--- config.mk ---
export PLATFORM = sky130hd
export DESIGN_NAME = vga_frame_scanner
export DESIGN_NICKNAME = d
export VERILOG_FILES = /design/src/rtl/vga_frame_scanner.sv
export SDC_FILE = /design/constraint.sdc
export NUM_CORES = 1
export LEC_CHECK = 0
export CAP_MARGIN = 10
export CORE_MARGIN = 1.5
export CORE_UTILIZATION = 49
export CTS_BUF_LIST = sky130_fd_sc_hd__clkbuf_4
export DETAILED_ROUTE_END_ITERATION = 8
export PLACE_DENSITY = 0.78
export SLEW_MARGIN = 20
export SYNTH_ARGS = -nofsm -noshare
export SYNTH_HDL_FRONTEND = slang
export SYNTH_SLANG_ARGS = --single-unit
--- constraint.sdc ---
create_clock -name CLOCK_50 -period 3.9 [get_ports CLOCK_50]
set_input_delay 0.585 -clock CLOCK_50 [delete_from_list [all_inputs] [get_ports CLOCK_50]]
set_output_delay 0.585 -clock CLOCK_50 [all_outputs]
set_load 0.02 [all_outputs]
--- src/rtl/vga_frame_scanner.sv ---
// VGA 640x480@60 scanner reading a 320x240 frame buffer with 2x2 pixel replication.
// Optional build macro: TEST_PATTERN_EN adds a test_mode input that replaces pixel data with vertical bars.
module vga_frame_scanner #(
    parameter int DATA_WIDTH = 8,
    parameter int ADDR_WIDTH = 20,
    parameter int IMG_W      = 320,
    parameter int IMG_H      = 240,
    parameter int H_FP       = 16,
    parameter int H_SYNC     = 96,
    parameter int H_BP       = 48,
    parameter int V_FP       = 10,
    parameter int V_SYNC     = 2,
    parameter int V_BP       = 33
) (
    input  logic                  CLOCK_50,
    input  logic                  RESET,
    output logic [ADDR_WIDTH-1:0] fb_addr,
    output logic                  fb_enable,
    output logic                  fb_write,
    input  logic [DATA_WIDTH-1:0] fb_data,
    output logic                  VGA_CLK,
    output logic                  VGA_HS,
    output logic                  VGA_VS,
    output logic                  VGA_BLANK_N,
    output logic [DATA_WIDTH-1:0] VGA_R,
    output logic [DATA_WIDTH-1:0] VGA_G,
    output logic [DATA_WIDTH-1:0] VGA_B,
    output logic                  frame_start
`ifdef TEST_PATTERN_EN
    ,
    input  logic                  test_mode
`endif
);

    // Counters are 10 bits wide so that the test-pattern bars can always use h[9:7].
    localparam logic [9:0] H_VIS    = 10'(2 * IMG_W);
    localparam logic [9:0] V_VIS    = 10'(2 * IMG_H);
    localparam logic [9:0] H_TOTAL  = 10'(2 * IMG_W + H_FP + H_SYNC + H_BP);
    localparam logic [9:0] V_TOTAL  = 10'(2 * IMG_H + V_FP + V_SYNC + V_BP);
    localparam logic [9:0] HS_START = 10'(2 * IMG_W + H_FP);
    localparam logic [9:0] HS_END   = 10'(2 * IMG_W + H_FP + H_SYNC - 1);
    localparam logic [9:0] VS_START = 10'(2 * IMG_H + V_FP);
    localparam logic [9:0] VS_END   = 10'(2 * IMG_H + V_FP + V_SYNC - 1);

    logic                  pix_tick_q;
    logic [9:0]            h_cnt_q, h_cnt_d;
    logic [9:0]            v_cnt_q, v_cnt_d;
    logic [ADDR_WIDTH-1:0] fb_addr_q, addr_d;
    logic                  fb_enable_q;
    logic                  hs_q, vs_q, blank_n_q;
    logic [DATA_WIDTH-1:0] pix_q, pix_d;
    logic                  frame_start_q;
    logic                  vis_d, vis_q, hs_d, vs_d;
    logic                  test_en;

`ifdef TEST_PATTERN_EN
    assign test_en = test_mode;
`else
    assign test_en = 1'b0;
`endif

    // NOTE: every variable assigned in always_comb gets a default first, so no path can infer a latch.
    always_comb begin
        h_cnt_d = h_cnt_q;
        v_cnt_d = v_cnt_q;
        if (pix_tick_q) begin
            if (h_cnt_q == H_TOTAL - 10'd1) begin
                h_cnt_d = 10'd0;
                v_cnt_d = (v_cnt_q == V_TOTAL - 10'd1) ? 10'd0 : v_cnt_q + 10'd1;
            end else begin
                h_cnt_d = h_cnt_q + 10'd1;
            end
        end
        vis_d  = (h_cnt_d < H_VIS) && (v_cnt_d < V_VIS);
        addr_d = ADDR_WIDTH'(v_cnt_d >> 1) * ADDR_WIDTH'(IMG_W) + ADDR_WIDTH'(h_cnt_d >> 1);
    end

    // Stage C view: the current counters are the (h,v) whose read was issued one pixel earlier.
    always_comb begin
        vis_q = (h_cnt_q < H_VIS) && (v_cnt_q < V_VIS);
        hs_d  = !((h_cnt_q >= HS_START) && (h_cnt_q <= HS_END));
        vs_d  = !((v_cnt_q >= VS_START) && (v_cnt_q <= VS_END));
        pix_d = '0;
        if (vis_q) begin
            pix_d = test_en ? {h_cnt_q[9:7], {(DATA_WIDTH-3){1'b0}}} : fb_data;
        end
    end

    // NOTE: sequential state uses non-blocking assignments so all registers update from pre-edge values.
    always_ff @(posedge CLOCK_50 or posedge RESET) begin
        if (RESET) begin
            pix_tick_q    <= 1'b0;
            h_cnt_q       <= H_TOTAL - 10'd1;
            v_cnt_q       <= V_TOTAL - 10'd1;
            fb_addr_q     <= '0;
            fb_enable_q   <= 1'b0;
            hs_q          <= 1'b1;
            vs_q          <= 1'b1;
            blank_n_q     <= 1'b0;
            pix_q         <= '0;
            frame_start_q <= 1'b0;
        end else begin
            pix_tick_q    <= ~pix_tick_q;
            frame_start_q <= pix_tick_q && (h_cnt_q == 10'd0) && (v_cnt_q == 10'd0);
            if (pix_tick_q) begin
                h_cnt_q     <= h_cnt_d;
                v_cnt_q     <= v_cnt_d;
                fb_enable_q <= vis_d && !test_en;
                if (vis_d) begin
                    fb_addr_q <= addr_d;
                end
                hs_q      <= hs_d;
                vs_q      <= vs_d;
                blank_n_q <= vis_q;
                pix_q     <= pix_d;
            end
        end
    end

    assign fb_addr     = fb_addr_q;
    assign fb_enable   = fb_enable_q;
    assign fb_write    = 1'b0;
    assign VGA_CLK     = pix_tick_q;
    assign VGA_HS      = hs_q;
    assign VGA_VS      = vs_q;
    assign VGA_BLANK_N = blank_n_q;
    assign VGA_R       = pix_q;
    assign VGA_G       = pix_q;
    assign VGA_B       = pix_q;
    assign frame_start = frame_start_q;

endmodule

==> impl_metrics.env <==
export IMPL_rr_worst_depth=14
export IMPL_synth_seq_area_share_pct=40.6
export IMPL_crit_path_cell_trace="ha_4 > and4_4 > and4_4 > nand2_4 > o31ai_4 > ha_1 > ha_4 > fa_2 > a211oi_2 > o21bai_1 > a21oi_1 > xnor2_1 > inv_1 > o41ai_2"
export IMPL_antenna_found_initial=0
export IMPL_max_freq_ghz=0.256
export IMPL_timing_final_crit_share_pct=100
export IMPL_critical_path_required_ns=4.17
export IMPL_rsz0062_at_grt="true"
export IMPL_p_seq_share_pct=63.0
export IMPL_max_slew_margin_pct=39.3
export IMPL_cpLargestDelayFamily="compound AO/OA/AOI/OAI gates"
export IMPL_power_switching_w=0.000220
export IMPL_maxCapViolations=0
export IMPL_intPower_w=0.000666
export IMPL_core_area_um2=6420
export IMPL_slew_viol_final=0
export IMPL_vias=2553
export IMPL_synth_main_ff_cell="dfrtp_1"
export IMPL_wl_mm=7.25
export IMPL_ioPinCount=61
export IMPL_drtIter0Drc=130
export IMPL_place_area_um2=3960
export IMPL_comb_power_share_pct=7.6
export IMPL_grt_pass1_wl_mm=11.7
export IMPL_dieWidth_um=85.1
export IMPL_endpoint_kind="flip-flop"
export IMPL_globalplace_congestion=0.913
export IMPL_syn_area_um2=3310
export IMPL_fillers=516
export IMPL_synth_async_reset_ratio_pct=100
export IMPL_dieArea_um2=7250
export IMPL_pwr_share_clk_pct=29.4
export IMPL_route_detailed_drc=8
export IMPL_clk_latency_ns=0.38
export IMPL_routedWlPerCell_um=15.8
export IMPL_critical_path_depth=14
export IMPL_grt_ovfl_total=0
export IMPL_synth_top_cell_area_share_pct=31.0
export IMPL_drtPass1Iterations=6
export IMPL_htreeDepth=2
export IMPL_crit_slowest_cell="dfstp_2"
export IMPL_setup_viol=1
export IMPL_power_density_nw_per_um2=210
export IMPL_outcome="finished with violations"
export IMPL_grt_start_max_net_pins=54
export IMPL_critPathMaxStageDelay_ns=0.62
export IMPL_place_detailed_hpwl_mm=5.08
export IMPL_ys_warn_count=0
export IMPL_synthToLayoutAreaGrowth_pct=27.9
export IMPL_vdd_ir_drop_max_uv=146
export IMPL_clk_pin_slew_ns=0.16
export IMPL_setup_ws_ns=-0.00334
export IMPL_critPathBufInv=1
export IMPL_synth_edf_count=0
export IMPL_path_class="reg -> reg"
export IMPL_synth_distinct_cells=51
export IMPL_reg2reg_slack_ns=-0.003
export IMPL_cts_tree="done"
export IMPL_cts_num_sinks=53
export IMPL_synthesis_instances=316
export IMPL_startpoint_type="flip-flop"
export IMPL_cp_max_fo=8
export IMPL_startpoint="h_cnt_q[1]"
export IMPL_die_h_um=85.1
export IMPL_final_seq_area_um2=1340
export IMPL_nNetsFinal=414
export IMPL_synth_most_common_cell="dfrtp_1"
export IMPL_vias_per_cell=5.57
export IMPL_numCtsBuffers=5
export IMPL_clock_skew_ns=0.0146
export IMPL_cts_root_buffer_cell="clkbuf_4"
export IMPL_hold_path_class="reg -> reg"
export IMPL_worst_slew_pin_slew_ns=0.909
export IMPL_clock_path_buffers=2
export IMPL_insertedDiodeCount=0
export IMPL_rows=29
export IMPL_avgSynthCellArea_um2=10.5
export IMPL_worstPathArrival_ns=4.18
export IMPL_finalHoldViolCount=0
export IMPL_portBuffers=58
export IMPL_violations="DRC, setup timing"
export IMPL_holdWs_ns=0.495
export IMPL_swShare_pct=24.9
export IMPL_r2r_start="h_cnt_q[1]"
export IMPL_multi_input_area_um2=1870
export IMPL_track_usage_pct=20.0
export IMPL_synthTopCellsByCount="41 x dfrtp_1, 22 x ha_1, 22 x nand2_1, 20 x xnor2_1, 19 x buf_4"
export IMPL_synth_area_leaders="dfrtp_1 31%, dfstp_2 9.5%, ha_1 8.3%"
export IMPL_grt_pass1_vias=2450
export IMPL_synth_largest_area_cell="dfrtp_1"
export IMPL_drtAntennaViolNets=0
export IMPL_final_cell_area_um2=4230
export IMPL_cp_endpoint="fb_addr[17]"
export IMPL_ys_ff_latch=53
export IMPL_finalCriticalPeriod_ns=3.90
export IMPL_r2r_end="fb_addr[17]"
export IMPL_leakagePower_nw=1.89
export IMPL_start_util_pct=51.5
export IMPL_drive_gt1_share_pct=27.0
-- per-layer routing --
layer | vias up | GRT usage (%) | share of wire, %
met2 | 83 | 32.0 | 46
li1 | 1234 | - | -
met3 | 9 | 3.21 | 5.7
met5 | - | 0 | 0
met1 | 1227 | 28.3 | 47
met4 | 0 | 5.22 | 1.4
-- how the worst min path moves through the flow --
| stage | from | end | depth (start not counted) |
|---|---|---|---|
| 2_1_floorplan | v_cnt_q[8] | v_cnt_q[8] | 1 |
| 3_3_place_gp | fb_addr[13] | fb_addr[13] | 2 |
| 3_5_place_dp | fb_addr[15] | fb_addr[15] | 2 |
| 4_1_cts | fb_addr[15] | fb_addr[15] | 2 |
| 5_1_grt | fb_addr[13] | fb_addr[13] | 2 |
| 6_report | fb_addr[15] | fb_addr[15] | 2 |
-- cell families after synthesis --
logic type	count (synthesis)	share of synthesized area, %
mux	10	4.39
simple gates	82	13.8
xor+xnor	31	8.21
buf+inv	45	8.29
other cells	1	0.113
fa+ha+maj	24	9.54
flops	53	40.6
compound gates	70	15.1
-- metrics by stage --
step / power [W] / setup WS [ns] / utilization, % / setup TNS (ns) / std cells
6_report: 0.000886 / -0.00334 / 65.8 / -0.00334 / 458
5_1_grt: 0.000926 / -0.207 / 65.8 / -0.617 / 458
4_1_cts: 0.000895 / 0.000245 / 63.1 / 0 / 450
3_5_place_dp: 0.000637 / -0.0960 / 61.7 / -0.187 / 442
3_3_place_gp: 0.000635 / 0.0922 / 61.7 / 0 / 442
2_1_floorplan: 0.000612 / 0.0106 / - / 0 / 317
-- area by class of cell --
cell class,instances,share of cell area (%)
multi-input combinational,219,44.2
sequential,53,31.7
timing repair buffer,90,19.4
tap,77,2.28
clock buffer,6,1.07
inverter,11,1.01
clock inverter,2,0.326
-- registers in the layout (all words and copies together) (netlist names) --
| signal | flops |
|---|---|
| VGA_B | 8 |
| VGA_BLANK_N | 1 |
| VGA_CLK | 1 |
| VGA_HS | 1 |
| VGA_VS | 1 |
| fb_addr | 19 |
| fb_enable | 1 |
| frame_start | 1 |
| h_cnt_q | 10 |
| v_cnt_q | 10 |
-- placed cells by master (no fill, tap or decap), drive strengths merged, types with 2 or more instances in the layout --
master | Yosys | layout
clkdlybuf4s50 | 0 | 58
dfrtp | 41 | 41
buf | 27 | 32
o21ai | 23 | 23
nand2 | 22 | 22
ha | 22 | 22
xnor2 | 20 | 20
nor2 | 15 | 15
dfstp | 12 | 12
nand3 | 12 | 12
xor2 | 11 | 11
inv | 11 | 11
a21oi | 11 | 11
mux2 | 9 | 9
nand4 | 9 | 9
a22o | 8 | 8
o31ai | 7 | 7
clkbuf | 7 | 6
and4 | 5 | 5
a211oi | 5 | 5
nor3 | 5 | 5
a21o | 4 | 4
a31oi | 3 | 3
o21bai | 3 | 3
and3 | 3 | 3
nor2b | 2 | 2
nor4 | 2 | 2
clkinv | 0 | 2
conb | 1 | 2
nor4b | 2 | 2
fa | 2 | 2
-- worst reg2reg max path, delay by kind of cell (launching register included) --
family | cells | cell delay (ns)
xor+xnor | 1 | 0.21
fa+ha+maj | 4 | 1.03
buf+inv | 1 | 0.13
compound gates | 5 | 1.18
flops | 1 | 0.62
simple gates | 3 | 0.62
-- power groups by stage --
stage	logic (W)	clock network [W]	registers (W)
floorplan	0.0000382	0	0.000573
global placement	0.0000673	0	0.000568
detailed placement	0.0000682	0	0.000569
CTS	0.0000683	0.000267	0.000559
global route	0.0000713	0.000295	0.000560
finish	0.0000670	0.000261	0.000559
-- timing repair --
item,CTS,global route
hold buffers,0,0
gates resized for setup,5,20
setup buffers,0,8
setup endpoints to repair,3,5
pin swaps,0,14
(Power assumes the default switching activity.)
